<file path="config.mk">
export PLATFORM = sky130hd
export DESIGN_NAME = mult32x32_seq_ctrl
export DESIGN_NICKNAME = d
export VERILOG_FILES = /design/src/rtl/mult32x32_seq_ctrl.sv
export SDC_FILE = /design/constraint.sdc
export NUM_CORES = 1
export LEC_CHECK = 0
export CAP_MARGIN = 20
export CORE_MARGIN = 3
export CORE_UTILIZATION = 40
export CTS_BUF_LIST = sky130_fd_sc_hd__clkbuf_4 sky130_fd_sc_hd__clkbuf_8
export DETAILED_ROUTE_END_ITERATION = 8
export HOLD_SLACK_MARGIN = 0.05
export SLEW_MARGIN = 20
export SYNTH_ARGS = -nofsm -noshare
export SYNTH_HDL_FRONTEND = slang
export SYNTH_SLANG_ARGS = --single-unit
</file>
<file path="constraint.sdc">
create_clock -name clk -period 6.7 [get_ports clk]
set_input_delay 1.34 -clock clk [delete_from_list [all_inputs] [get_ports clk]]
set_output_delay 1.34 -clock clk [all_outputs]
set_load 0.01 [all_outputs]
</file>
<file path="src/rtl/mult32x32_seq_ctrl.sv">
// mult32x32_seq_ctrl: FIFO-buffered request sequencer driving the iterative 32x32 multiplier.
// Define MULT_SEQ_CNT_EN to add the op_count port and completed-result counter.
module mult32x32_seq_ctrl #(
  parameter int DEPTH = 4,
  parameter int CNT_W = 16
) (
  input  logic                       clk,
  input  logic                       reset,
  input  logic                       in_valid,
  output logic                       in_ready,
  input  logic [31:0]                in_a,
  input  logic [31:0]                in_b,
  output logic                       mult_start,
  output logic [31:0]                mult_a,
  output logic [31:0]                mult_b,
  input  logic                       mult_busy,
  input  logic [63:0]                mult_product,
  output logic                       out_valid,
  input  logic                       out_ready,
  output logic [63:0]                out_product,
  output logic [$clog2(DEPTH):0]     fifo_level
`ifdef MULT_SEQ_CNT_EN
  ,
  output logic [CNT_W-1:0]           op_count
`endif
);
  localparam int AW = $clog2(DEPTH);
  localparam logic [AW:0] FULL = (AW+1)'(DEPTH);
  typedef enum logic [1:0] {IDLE, ISSUE, WAIT_BUSY, WAIT_DONE} state_t;
  state_t          state_q;
  logic [31:0]     mem_a_q [DEPTH];
  logic [31:0]     mem_b_q [DEPTH];
  logic [AW-1:0]   wr_q, rd_q;
  logic [AW:0]     level_q, level_d;
  logic            push, pop, capture;
  assign in_ready   = level_q != FULL;
  assign push       = in_valid && in_ready;
  assign pop        = state_q == IDLE && level_q != '0;
  assign capture    = state_q == WAIT_DONE && !mult_busy && (!out_valid || out_ready);
  assign level_d    = level_q + {{AW{1'b0}}, push} - {{AW{1'b0}}, pop};
  assign mult_start = state_q == ISSUE;
  assign fifo_level = level_q;
  always_ff @(posedge clk) begin
    if (push) begin
      mem_a_q[wr_q] <= in_a;
      mem_b_q[wr_q] <= in_b;
    end
  end
  // Product is only captured once busy has dropped; the multiplier holds it until the next start.
  always_ff @(posedge clk or posedge reset) begin
    if (reset) begin
      state_q     <= IDLE;
      wr_q        <= '0;
      rd_q        <= '0;
      level_q     <= '0;
      mult_a      <= '0;
      mult_b      <= '0;
      out_valid   <= 1'b0;
      out_product <= '0;
    end else begin
      if (push) wr_q <= wr_q + 1'b1;
      if (pop) rd_q <= rd_q + 1'b1;
      level_q   <= level_d;
      out_valid <= capture || (out_valid && !out_ready);
      if (capture) out_product <= mult_product;
      unique case (state_q)
        IDLE: if (pop) begin
          mult_a  <= mem_a_q[rd_q];
          mult_b  <= mem_b_q[rd_q];
          state_q <= ISSUE;
        end
        ISSUE:     state_q <= WAIT_BUSY;
        WAIT_BUSY: if (mult_busy) state_q <= WAIT_DONE;
        WAIT_DONE: if (capture) state_q <= IDLE;
        default:   state_q <= IDLE;
      endcase
    end
  end
`ifdef MULT_SEQ_CNT_EN
  always_ff @(posedge clk or posedge reset) begin
    if (reset) op_count <= '0;
    else if (capture) op_count <= op_count + 1'b1;
  end
`endif
endmodule
</file>
==> results.md <==
Status:
- The run finished with clean final reports.

Layout:
- The final-layout fill cell count is around 2900.
- The number of nets at the end of the flow is between 1000 and 1500.
- The number of antenna diodes in the final layout is 0.
- The post-synthesis to final-layout area growth is 31.2%.
- In the final layout, the share of cells above drive strength 1 is a little under a third.

Synthesis:
- Counting flops and latches in the post-synthesis netlist gives 394.
- The warning count from the yosys run is 0.
- The commonest cells after synthesis are 256 x sky130_fd_sc_hd__edfxtp_1, 138 x sky130_fd_sc_hd__dfrtp_1, 110 x sky130_fd_sc_hd__mux2_2, 64 x sky130_fd_sc_hd__mux4_2, 20 x sky130_fd_sc_hd__mux2_1.
- Counting flops with a built-in enable in the synthesized netlist gives 256.
- The post-synthesis cell type with the largest combined area is sky130_fd_sc_hd__edfxtp_1.
- The sequential fraction of the synthesis area is between 70% and 80%.
- The number of different library cells in the post-synthesis netlist is 28.
- The total nets after synthesis is approximately 810.
- The most common flop cell mapped by yosys is sky130_fd_sc_hd__edfxtp_1.
- In the post-synthesis netlist, the biggest area contributors are sky130_fd_sc_hd__edfxtp_1 53%, sky130_fd_sc_hd__dfrtp_1 24%, sky130_fd_sc_hd__mux4_2 9.9%.
- The cell with the most instances after synthesis is sky130_fd_sc_hd__edfxtp_1.
- Of the post-synthesis cell area, the dominant cell type holds approximately 53%.
- The post-synthesis instance area is ~15000 µm².
- Counting flops with an async set or reset pin after synthesis yields a share of a little over a third.
- The synthesized area per cell is 22.0 µm².
- The count of mapped cells out of synthesis is about 660.

STA:
- Measured against its own limit, the worst slew margin works out to a little under a third.
- Setup repair after global routing left no endpoint under its margin.
- The final setup violation count is 0.
- The final max-slew violation count is 0.
- Between clock sinks in the finished design, the worst skew comes to around 33 ps.
- The minimum clock period after layout is 3160 ps.
- The final number of hold-violating endpoints is 0.
- In the final timing run, aggregate negative setup slack is 0 ps.
- The worst-margin pin slew is around 1000 ps.
- The maximum frequency from static timing analysis is approximately 320 MHz.
- The part of the cycle the worst path needs is 47.1%.

Drt:
- The number of DRC markers in iteration 0 is 242.
- The total number of vias is roughly 7300.
- In this run the remaining antenna-violating nets after routing total 0.
- The total iterations of the first detailed-routing run is 4.
- The detail-routed via count per cell is about 5.
- Dividing the detail-routed wire length by the instance count gives 20.1 µm.
- The DRC violations left is 0.
- The detailed-route wire length is between 20000 and 30000 µm.

Worst hold path:
- The end point of the most critical hold path is out_product[6].
- Counting instances, the worst hold path has a depth of 1.
- The startpoint of the tightest hold check path is out_product[6].
- The worst hold path class is flip-flop to flip-flop.

Die:
- The effective utilization at floorplan is between 40% and 50%.
- In this run the horizontal extent of the chip is 197 µm.
- The overall die area is around 39000 µm².
- The height of the die is 197 µm.
- The number of top-level pins is between 200 and 300.
- The standard cell core area is about 36000 µm².
- The standard-cell row count is 69.

Worst setup path:
- For the worst flop-to-flop path, the logic depth is 9.
- The setup check on the worst reg-to-reg path leaves a slack of about 4000 ps.
- In this run the worst path has a maximum fanout of 6.
- The critical path in this run is classified as flip-flop to output port.
- At the worst endpoint, the required time is 5360 ps.
- The worst setup path is captured at an output port.
- The startpoint of the worst-slack reg-to-reg timing path is state_q[0].
- STA puts the critical path data arrival time at 1820 ps.
- STA classifies the critical path startpoint as a flip-flop.
- The worst flop-to-flop path endpoint is fifo_level[1].

GRT:
- The leftover overflow at the end of global routing is 0.
- Entering global routing, the biggest net connects 92 pins.
- The via count of the first global-routing pass is between 7000 and 8000.
- The first global-routing pass estimated 45600 µm of wire.
- The initial antenna violation count came to 3.
- The overall fraction of global-route tracks in use is 15.2%.

Clock tree:
- The worst-skew pair later-pin latency is just under 600 ps.
- The clock tree root buffer cell is sky130_fd_sc_hd__clkbuf_8.
- The clock passes through at most 3 buffers.
- The TritonCTS sink count is between 300 and 400.
- The number of resized instances in the post-cts repair step is 0.
- After clock tree synthesis, the flow added hold-fix buffers numbering 0.
- The clock tree from TritonCTS is done.
- The number of setup buffers added after CTS is 0.
- The clock slew seen by the registers of the worst setup and hold paths is about 50 ps.
- The number of buffers created by CTS is 68.
- The clock tree synthesis step divided the H-tree into 3 levels.

Power:
- The leakage power is around 6.9 nW.
- The total design power is 0.00885 W.
- The worst-case IR drop observed on VDD is roughly 210 µV.
- The ratio of total power to cell area is roughly 460 nW/µm².

Run:
- The max-cap check violation count is 0.

Place:
- The detailed placement HPWL is approximately 18000 µm.
- The count of input and output buffers is 266.
- Routability-driven placement finished with a final weighted congestion of 0.682.
layout by cell type (no fill, tap or decap), types with 2 or more instances in the layout:
master / n
sky130_fd_sc_hd__inv_6: 2
sky130_fd_sc_hd__clkbuf_8: 77
sky130_fd_sc_hd__clkinvlp_4: 2
sky130_fd_sc_hd__buf_4: 3
sky130_fd_sc_hd__nor2_1: 2
sky130_fd_sc_hd__ha_1: 10
sky130_fd_sc_hd__mux2_2: 110
sky130_fd_sc_hd__clkinv_1: 3
sky130_fd_sc_hd__clkinv_2: 6
sky130_fd_sc_hd__edfxtp_1: 256
sky130_fd_sc_hd__nand2_1: 3
sky130_fd_sc_hd__mux4_2: 64
sky130_fd_sc_hd__dfrtp_1: 136
sky130_fd_sc_hd__mux2_1: 20
sky130_fd_sc_hd__inv_1: 8
sky130_fd_sc_hd__nand2b_1: 2
sky130_fd_sc_hd__dfrtp_4: 2
sky130_fd_sc_hd__nor2b_1: 2
sky130_fd_sc_hd__clkbuf_4: 32
sky130_fd_sc_hd__xnor2_1: 4
sky130_fd_sc_hd__and3_4: 4
sky130_fd_sc_hd__clkdlybuf4s50_1: 266
sky130_fd_sc_hd__inv_8: 2
worst max path at each step:
stage	start	to	slack [ps]	cells past startpoint
global route	fifo_level[1]	in_ready	3440	3
global placement	reset	rd_q[0]	3380	3
finish	fifo_level[1]	in_ready	3540	3
detailed placement	reset	rd_q[0]	3350	3
CTS	fifo_level[1]	in_ready	3490	3
floorplan	reset	fifo_level[0]	1660	1
cells by family after synthesis:
| group | Yosys count | share of synthesized area (%) |
|---|---|---|
| multiplexers | 195 | 20.0 |
| XOR/XNOR | 5 | 0.301 |
| AO/OA/AOI/OAI | 2 | 0.0687 |
| buffers and inverters | 37 | 1.44 |
| AND/OR/NAND/NOR | 17 | 0.687 |
| flip-flops | 394 | 76.5 |
| adder cells (fa/ha/maj) | 11 | 0.996 |
power breakdown:
group	total (W)	switching [W]	internal (W)
combinational	0.00287	0.00117	0.00170
clock	0.00217	0.000932	0.00124
sequential	0.00381	0.000408	0.00340
worst max-delay path, stage by stage (launching register included):
cell and delay, ps:
sky130_fd_sc_hd__dfrtp_1 440, sky130_fd_sc_hd__nor2_1 70, sky130_fd_sc_hd__nand2_1 180, sky130_fd_sc_hd__clkdlybuf4s50_1 570
sequential cells by signal, indices dropped and copies added (netlist names):
name         cells
mem_b_q        128
mem_a_q        128
state_q          2
fifo_level       3
mult_b          32
out_product     64
wr_q             2
rd_q             2
out_valid        1
mult_a          32
cell type report:
class,count,area [µm²],share of cell area (%)
sequential,394,11100,58.4
multi-input combinational,230,3240,17.0
timing repair buffer,270,2700,14.1
clock buffer,109,1300,6.81
tap,461,577,3.02
clock inverter,14,98.8,0.517
inverter,10,43.8,0.229
layer usage:
metal | vias up | global-route usage, % | share of wire (%)
met3 | 58 | 4.62 | 7.9
met5 | - | 0 | 0.094
met4 | 6 | 4.75 | 2.1
li1 | 3255 | - | -
met1 | 3678 | 20.0 | 42
met2 | 284 | 24.5 | 48
through the flow:
step / hold slack [ps] / setup WS [ps] / cell area [µm²] / utilization (%) / std cells
after floorplan: 529 / 1660 / 14600 / - / 661
after global placement: 468 / 3380 / 17700 / 49.5 / 1365
after detailed placement: 475 / 3350 / 17700 / 49.5 / 1365
after CTS: 487 / 3490 / 19100 / 53.4 / 1488
after global routing: 503 / 3440 / 19100 / 53.4 / 1488
final: 483 / 3540 / 19100 / 53.4 / 1488
No activity file was read; power rests on OpenSTA's default activity.
